$ cat src/rtl/shift_rows_pipe.sv
// shift_rows_pipe: registered Rijndael ShiftRows / InvShiftRows stage with a
// 2-entry output FIFO. The permutation is pure wiring selected per block by
// in_inv; only the permuted block and its tag are buffered.
module shift_rows_pipe #(
  parameter int NB    = 4,
  parameter int TAG_W = 4
) (
  input  logic              clk,
  input  logic              rst,
  input  logic              in_valid,
  output logic              in_ready,
  input  logic              in_inv,
  input  logic [32*NB-1:0]  in_data,
  input  logic [TAG_W-1:0]  in_tag,
  output logic              out_valid,
  input  logic              out_ready,
  output logic [32*NB-1:0]  out_data,
  output logic [TAG_W-1:0]  out_tag
);
  localparam int W = 32*NB;

  // Row offsets; 256-bit blocks use the wider 0,1,3,4 schedule.
  function automatic int row_shift(input int r);
    case (r)
      1:       return 1;
      2:       return (NB == 8) ? 3 : 2;
      3:       return (NB == 8) ? 4 : 3;
      default: return 0;
    endcase
  endfunction

  if (!(NB == 4 || NB == 6 || NB == 8)) begin : g_bad_nb
    $error("shift_rows_pipe: NB must be 4, 6 or 8");
  end

  // Byte k = 4*c + r sits at bits [W-1-8k -: 8]; each output byte is a
  // 2:1 mux between its forward and inverse source bytes.
  logic [W-1:0] perm;
  for (genvar c = 0; c < NB; c++) begin : g_col
    for (genvar r = 0; r < 4; r++) begin : g_row
      localparam int S  = row_shift(r);
      localparam int CF = (c + S) % NB;
      localparam int CI = (c - S + NB) % NB;
      assign perm[W-1-8*(4*c+r) -: 8] = in_inv ? in_data[W-1-8*(4*CI+r) -: 8]
                                               : in_data[W-1-8*(4*CF+r) -: 8];
    end
  end

  logic [1:0][W-1:0]     data_q;
  logic [1:0][TAG_W-1:0] tag_q;
  logic                  rd_ptr_q, rd_ptr_d;
  logic [1:0]            cnt_q, cnt_d;
  logic                  wr_ptr, push, pop;

  // Ready depends only on registered occupancy (and reset), never on out_ready.
  assign in_ready  = (cnt_q != 2'd2) && !rst;
  assign out_valid = (cnt_q != 2'd0);
  assign out_data  = data_q[rd_ptr_q];
  assign out_tag   = tag_q[rd_ptr_q];

  assign push   = in_valid && in_ready;
  assign pop    = out_valid && out_ready;
  assign wr_ptr = rd_ptr_q ^ cnt_q[0];

  // Occupancy and head pointer next state.
  always_comb begin
    cnt_d    = cnt_q;
    rd_ptr_d = rd_ptr_q;
    if (push && !pop)      cnt_d = cnt_q + 2'd1;
    else if (pop && !push) cnt_d = cnt_q - 2'd1;
    if (pop) rd_ptr_d = ~rd_ptr_q;
  end

  // FIFO state; reset drops everything buffered.
  always_ff @(posedge clk or posedge rst) begin
    if (rst) begin
      cnt_q    <= 2'd0;
      rd_ptr_q <= 1'b0;
      data_q   <= '0;
      tag_q    <= '0;
    end else begin
      cnt_q    <= cnt_d;
      rd_ptr_q <= rd_ptr_d;
      if (push) begin
        data_q[wr_ptr] <= perm;
        tag_q[wr_ptr]  <= in_tag;
      end
    end
  end
endmodule

$ cat config.mk
export PLATFORM = sky130hd
export DESIGN_NAME = shift_rows_pipe
export DESIGN_NICKNAME = d
export VERILOG_FILES = /design/src/rtl/shift_rows_pipe.sv
export SDC_FILE = /design/constraint.sdc
export NUM_CORES = 1
export LEC_CHECK = 0
export ABC_AREA = 1
export CELL_PAD_IN_SITES_DETAIL_PLACEMENT = 0
export CELL_PAD_IN_SITES_GLOBAL_PLACEMENT = 1
export CORE_MARGIN = 5
export CORE_UTILIZATION = 42
export CTS_BUF_LIST = sky130_fd_sc_hd__clkbuf_4 sky130_fd_sc_hd__clkbuf_8
export CTS_CLUSTER_SIZE = 16
export DETAILED_ROUTE_END_ITERATION = 12
export HOLD_SLACK_MARGIN = 0.02
export PLACE_DENSITY = 0.94
export SLEW_MARGIN = 40
export SYNTH_ARGS = -nofsm -noshare
export SYNTH_HDL_FRONTEND = slang
export SYNTH_SLANG_ARGS = --single-unit
$ cat constraint.sdc
create_clock -name clk -period 18.9 [get_ports clk]
set_clock_uncertainty 0.05 [all_clocks]
set_input_delay 3.78 -clock clk [delete_from_list [all_inputs] [get_ports clk]]
set_output_delay 3.78 -clock clk [all_outputs]
set_load 0.02 [all_outputs]
# After elaboration in Yosys (flattened, before gate mapping)
# Index checks and enable logic that the tools add are counted.
word_totals:
  regBits: 267
  output_inout_bits: 134
  word_cells: 45
op_classes:
  add_sub_neg: 2
  n_lt_le_gt_ge: 3
  eq_ne: 1
  mux: 20
  n_bitwise: 2
  n_reduce_logical: 11
op_table:
  columns: ["operator", "n"]
  rows:
  - ["$mux W128", 3]
  - ["$bwmux W256", 1]
  - ["$demux W128 S1", 1]
  - ["$mux W8", 8]
  - ["$mux W4", 3]
  - ["$bwmux W8", 1]
  - ["$logic_and A1 B1 Y1", 6]
  - ["$demux W4 S1", 1]
  - ["$lt A1 B2 Y1 const B", 2]
  - ["$mux W2", 2]
  - ["$reduce_bool A2 Y1", 2]
  - ["$logic_not A1 Y1", 3]
  - ["$add A2 B1 Y2 const B", 1]
  - ["$ne A2 B2 Y1 const B", 1]
  - ["$sub A2 B1 Y2 const B", 1]
  - ["$ge A1 B1 Y1 const B", 1]
  - ["$not A1 Y1", 1]
  - ["$xor A1 B1 Y1", 1]

# Depth between registers and ports, before layout
depth:
  depth_word: 7
  mapped_depth: 11
  mapped_depth_nobuf: 9

# Least setup slack after synthesis
# OpenSTA, ideal clock, no wires.
synth_path:
  kind: "input port to flip-flop"
  from: "in rst"
  to: "reg cnt_q[1]"
  setup_time_ns: 0.123
  t_arrival_ns: 11.516
  required_time_ns: 18.727
  setup_slack_ns: 7.211
  cell_stages: 8
  path_buffers: 2
  cell_sequence: "inv_1 > nand3_2 > buf_2 > buf_2 > inv_1 > ha_1 > nand3b_1 > xor2_1"
synth_between:
  elab_chain_len: 6
  elab_cells_between_ends: 8
  cone_classes: "1 x mux; 7 x reduce/logical"
synth_lines:
  columns: ["item", "line_no", "text"]
  rows:
  - ["start, declared", "9", "input logic rst,"]
  - ["$logic_not A1 Y1 (no line) *", null, null]
  - ["$logic_and A1 B1 Y1 *", "56", "assign in_ready = (cnt_q != 2'd2) && !rst;"]
  - ["$logic_and A1 B1 Y1 *", "61", "assign push = in_valid && in_ready;"]
  - ["$logic_not A1 Y1", "70", "else if (pop && !push) cnt_d = cnt_q - 2'd1;"]
  - ["$logic_and A1 B1 Y1", "70", null]
  - ["$reduce_bool A2 Y1 (no line)", null, null]
  - ["end signal, assigned", "82", "cnt_q <= cnt_d;"]
  - ["end, declared", "52", "logic [1:0] cnt_q, cnt_d;"]
# Every way passes the cells marked *; elsewhere a longest branch is shown, timed or not.
# A chain may end at the register's enable or synchronous reset.

# Worst setup path in the final report
layout_path:
  from: "in rst"
  to: "out in_ready"
layout_between:
  elab_chain_len: 2
layout_lines:
  columns: ["item", "line_no", "text"]
  rows:
  - ["$logic_not A1 Y1 (no line)", null, null]
  - ["$logic_and A1 B1 Y1", "56", null]
  - ["end, declared", "11", "output logic in_ready,"]
# Every way passes these cells.

==> metrics.txt <==
global-route wire length before repair 66.44 mm; Mapped Nets 2039; buffer depth of the longest clock path 3; Power Internal 1.951 mW; htree depth 2; Clk Latency, worst-skew pair 0.54 ns; Req. time, crit path 15.07 ns; Initial Util 42.47%; Die Wd 194.2 um; layout cells sized above 1 5.574%; unrepaired setup endpoints after global routing false; PostCTS Resize Cnt 0; setup ws final 9.991 ns; CP arrival 5.08 ns; most used cell, CP clkdlybuf4s50_1; Fillers 3175; power share of the clock group 18.5%; Final Cycle Share 47.14%; Core Region 33530 um2; maximum clock rate 112.2 MHz; io pins 271; outcome finished clean; FF+latch count, synth 267; vias per cell 4.776; GPL Wtd Cong 0.8018; endpoints failing hold 0; sequential area share after synthesis 46.91%; initial antenna violation count 6; Die ar. 37690 um2; Post-DP HPWL 25.44 mm; hold_ws 0.5215 ns; area of the mapped netlist 14240 um2; crit path launch type input port; WL/cell 15.67 um; Clock Tree Root clkbuf_8; Sequential Power Share 28.7%; largest net degree at the start of global routing 122; commonest non-fill, non-tap cell in the layout nand2_1; clock sink count 267; warnings from Yosys 0; Worst Tran Pin Value 0.8721 ns; most frequent cells in the layout 701 x nand2_1, 299 x inv_1, 269 x clkdlybuf4s50_1; post-synth cell types 19; setup_tns 0 ns; Routed Antenna Nets 0; DRC viols 0; Clk pin slew, worst setup/hold paths 0.06 ns; critical path, cell by cell clkdlybuf4s50_1, a21oi_1, clkdlybuf4s50_1; CTS buffer count 49; P&R area growth vs syn 28.62%; Rows 67; Die Y 194.2 um; HP Class register to register; DRT Wirelength 40.86 mm; crit path time final 8.909 ns; initial DRC count 736; largest stage delay on the critical path 0.62 ns; vias in the first global route 12.29k; Gate power share 52.7%; FF-to-FF setup slack 15.68 ns; worst slack, placed 9.995 ns; nets@finish 2250; CTS Hold Bufs 0; critical path type input port to output port; Rel. slew slack 41.86%; final slew viol count 0; MaxCap Viol Count 0; total power 3.399 mW; Syn Inst Count 1901; Static Leak 9.089 nW; slowest stage cell, crit path clkdlybuf4s50_1; Detailed Routing Iterations Pass 1 5; switch share 42.61%; Max FO, Critical Path 2; CTS tree built; vias 12.45k; Post-CTS Setup Inserts 0; Cell Pwr Density 185.5 nW/um2; CP endpoint kind output port; Final Setup Violations 0; grt total ovfl 0; peak supply drop 122.0 uV; synthesized area per cell 7.492 um2; Sw Pwr 1.448 mW; PortBufs 270; total track usage 21.33%
[per-layer routing]
metal	track usage, %	wire, um	vias to the layer above
met2	34.25	19250	311
met3	4.935	2646	77
met5	0	0	-
met1	28.77	17870	5835
li1	-	-	6228
met4	6.953	1092	0
[cell type report]
class,instances,area [um2],share of cell area [%]
Clock buffer,80,1051,5.737
Clock inverter,12,112.6,0.6147
Timing Repair Buffer,288,2917,15.92
Inverter,302,1141,6.229
Sequential cell,267,6685,36.49
Multi-Input combinational cell,1204,5837,31.86
Tap cell,448,560.5,3.060
Antenna cell,6,15.01,0.08196
[flip-flops by register name, indices dropped and copies added (netlist names)]
name / count
rd_ptr_q: 1
data_q: 256
cnt_q: 2
tag_q: 8
[synth_stat cells]
master / instances / area (um2)
nand2_1: 702 / 2635
inv_1: 300 / 1126
dfrtp_1: 267 / 6681
o21bai_1: 264 / 1982
o21ai_0: 164 / 820.8
buf_2: 57 / 285.3
clkbuf_1: 44 / 165.2
a21oi_1: 33 / 165.2
nor2_1: 32 / 120.1
buf_4: 18 / 135.1
buf_1: 9 / 33.78
inv_2: 2 / 7.510
nor2_4: 2 / 22.52
xor2_1: 2 / 17.52
ha_1: 1 / 12.51
nand2_2: 1 / 6.260
nand3_2: 1 / 10.01
nand3b_1: 1 / 7.510
xnor2_1: 1 / 8.760
[worst max-delay path, delay by kind of cell]
family / cells / cell delay [ns]
buf+inv: 2 / 1.13
compound gates: 1 / 0.17
[cells by family (layout without fill, tap and decap cells)]
family	count (synthesis)	in the layout	synth area share (%)
AO/OA/AOI/OAI	461	461	20.84
XOR/XNOR	3	3	0.1845
adder cells (fa/ha/maj)	1	1	0.08784
buffers and inverters	430	682	12.31
flip-flops	267	267	46.91
other	0	6	0
AND/OR/NAND/NOR	739	739	19.67
[final timing paths]
path	cells after the start	end	startpoint
setup / recovery	3	in_ready	rst
hold / removal	1	cnt_q[0]	cnt_q[0]
setup reg to reg	8	data_q[172]	rd_ptr_q
hold reg to reg	1	cnt_q[0]	cnt_q[0]
max in group asynchronous	5	data_q[168]	rst
min in group asynchronous	2	data_q[73]	rst
[power by group through the flow]
stage	logic, mW	registers [mW]	clock network (mW)
5_1_grt	1.98	1.01	0.676
6_report	1.79	0.976	0.630
2_1_floorplan	1.12	0.944	0
3_3_place_gp	1.75	0.988	0
3_5_place_dp	1.81	0.986	0
4_1_cts	1.82	0.978	0.648
[metrics by stage]
step | util (%) | instances | area [um2]
6_report | 54.63 | 2607 | 18320
5_1_grt | 54.63 | 2607 | 18320
4_1_cts | 54.50 | 2600 | 18280
3_5_place_dp | 51.03 | 2508 | 17110
3_3_place_gp | 50.76 | 2505 | 17020
2_1_floorplan | - | 1901 | 14240
(Power assumes the default switching activity.)
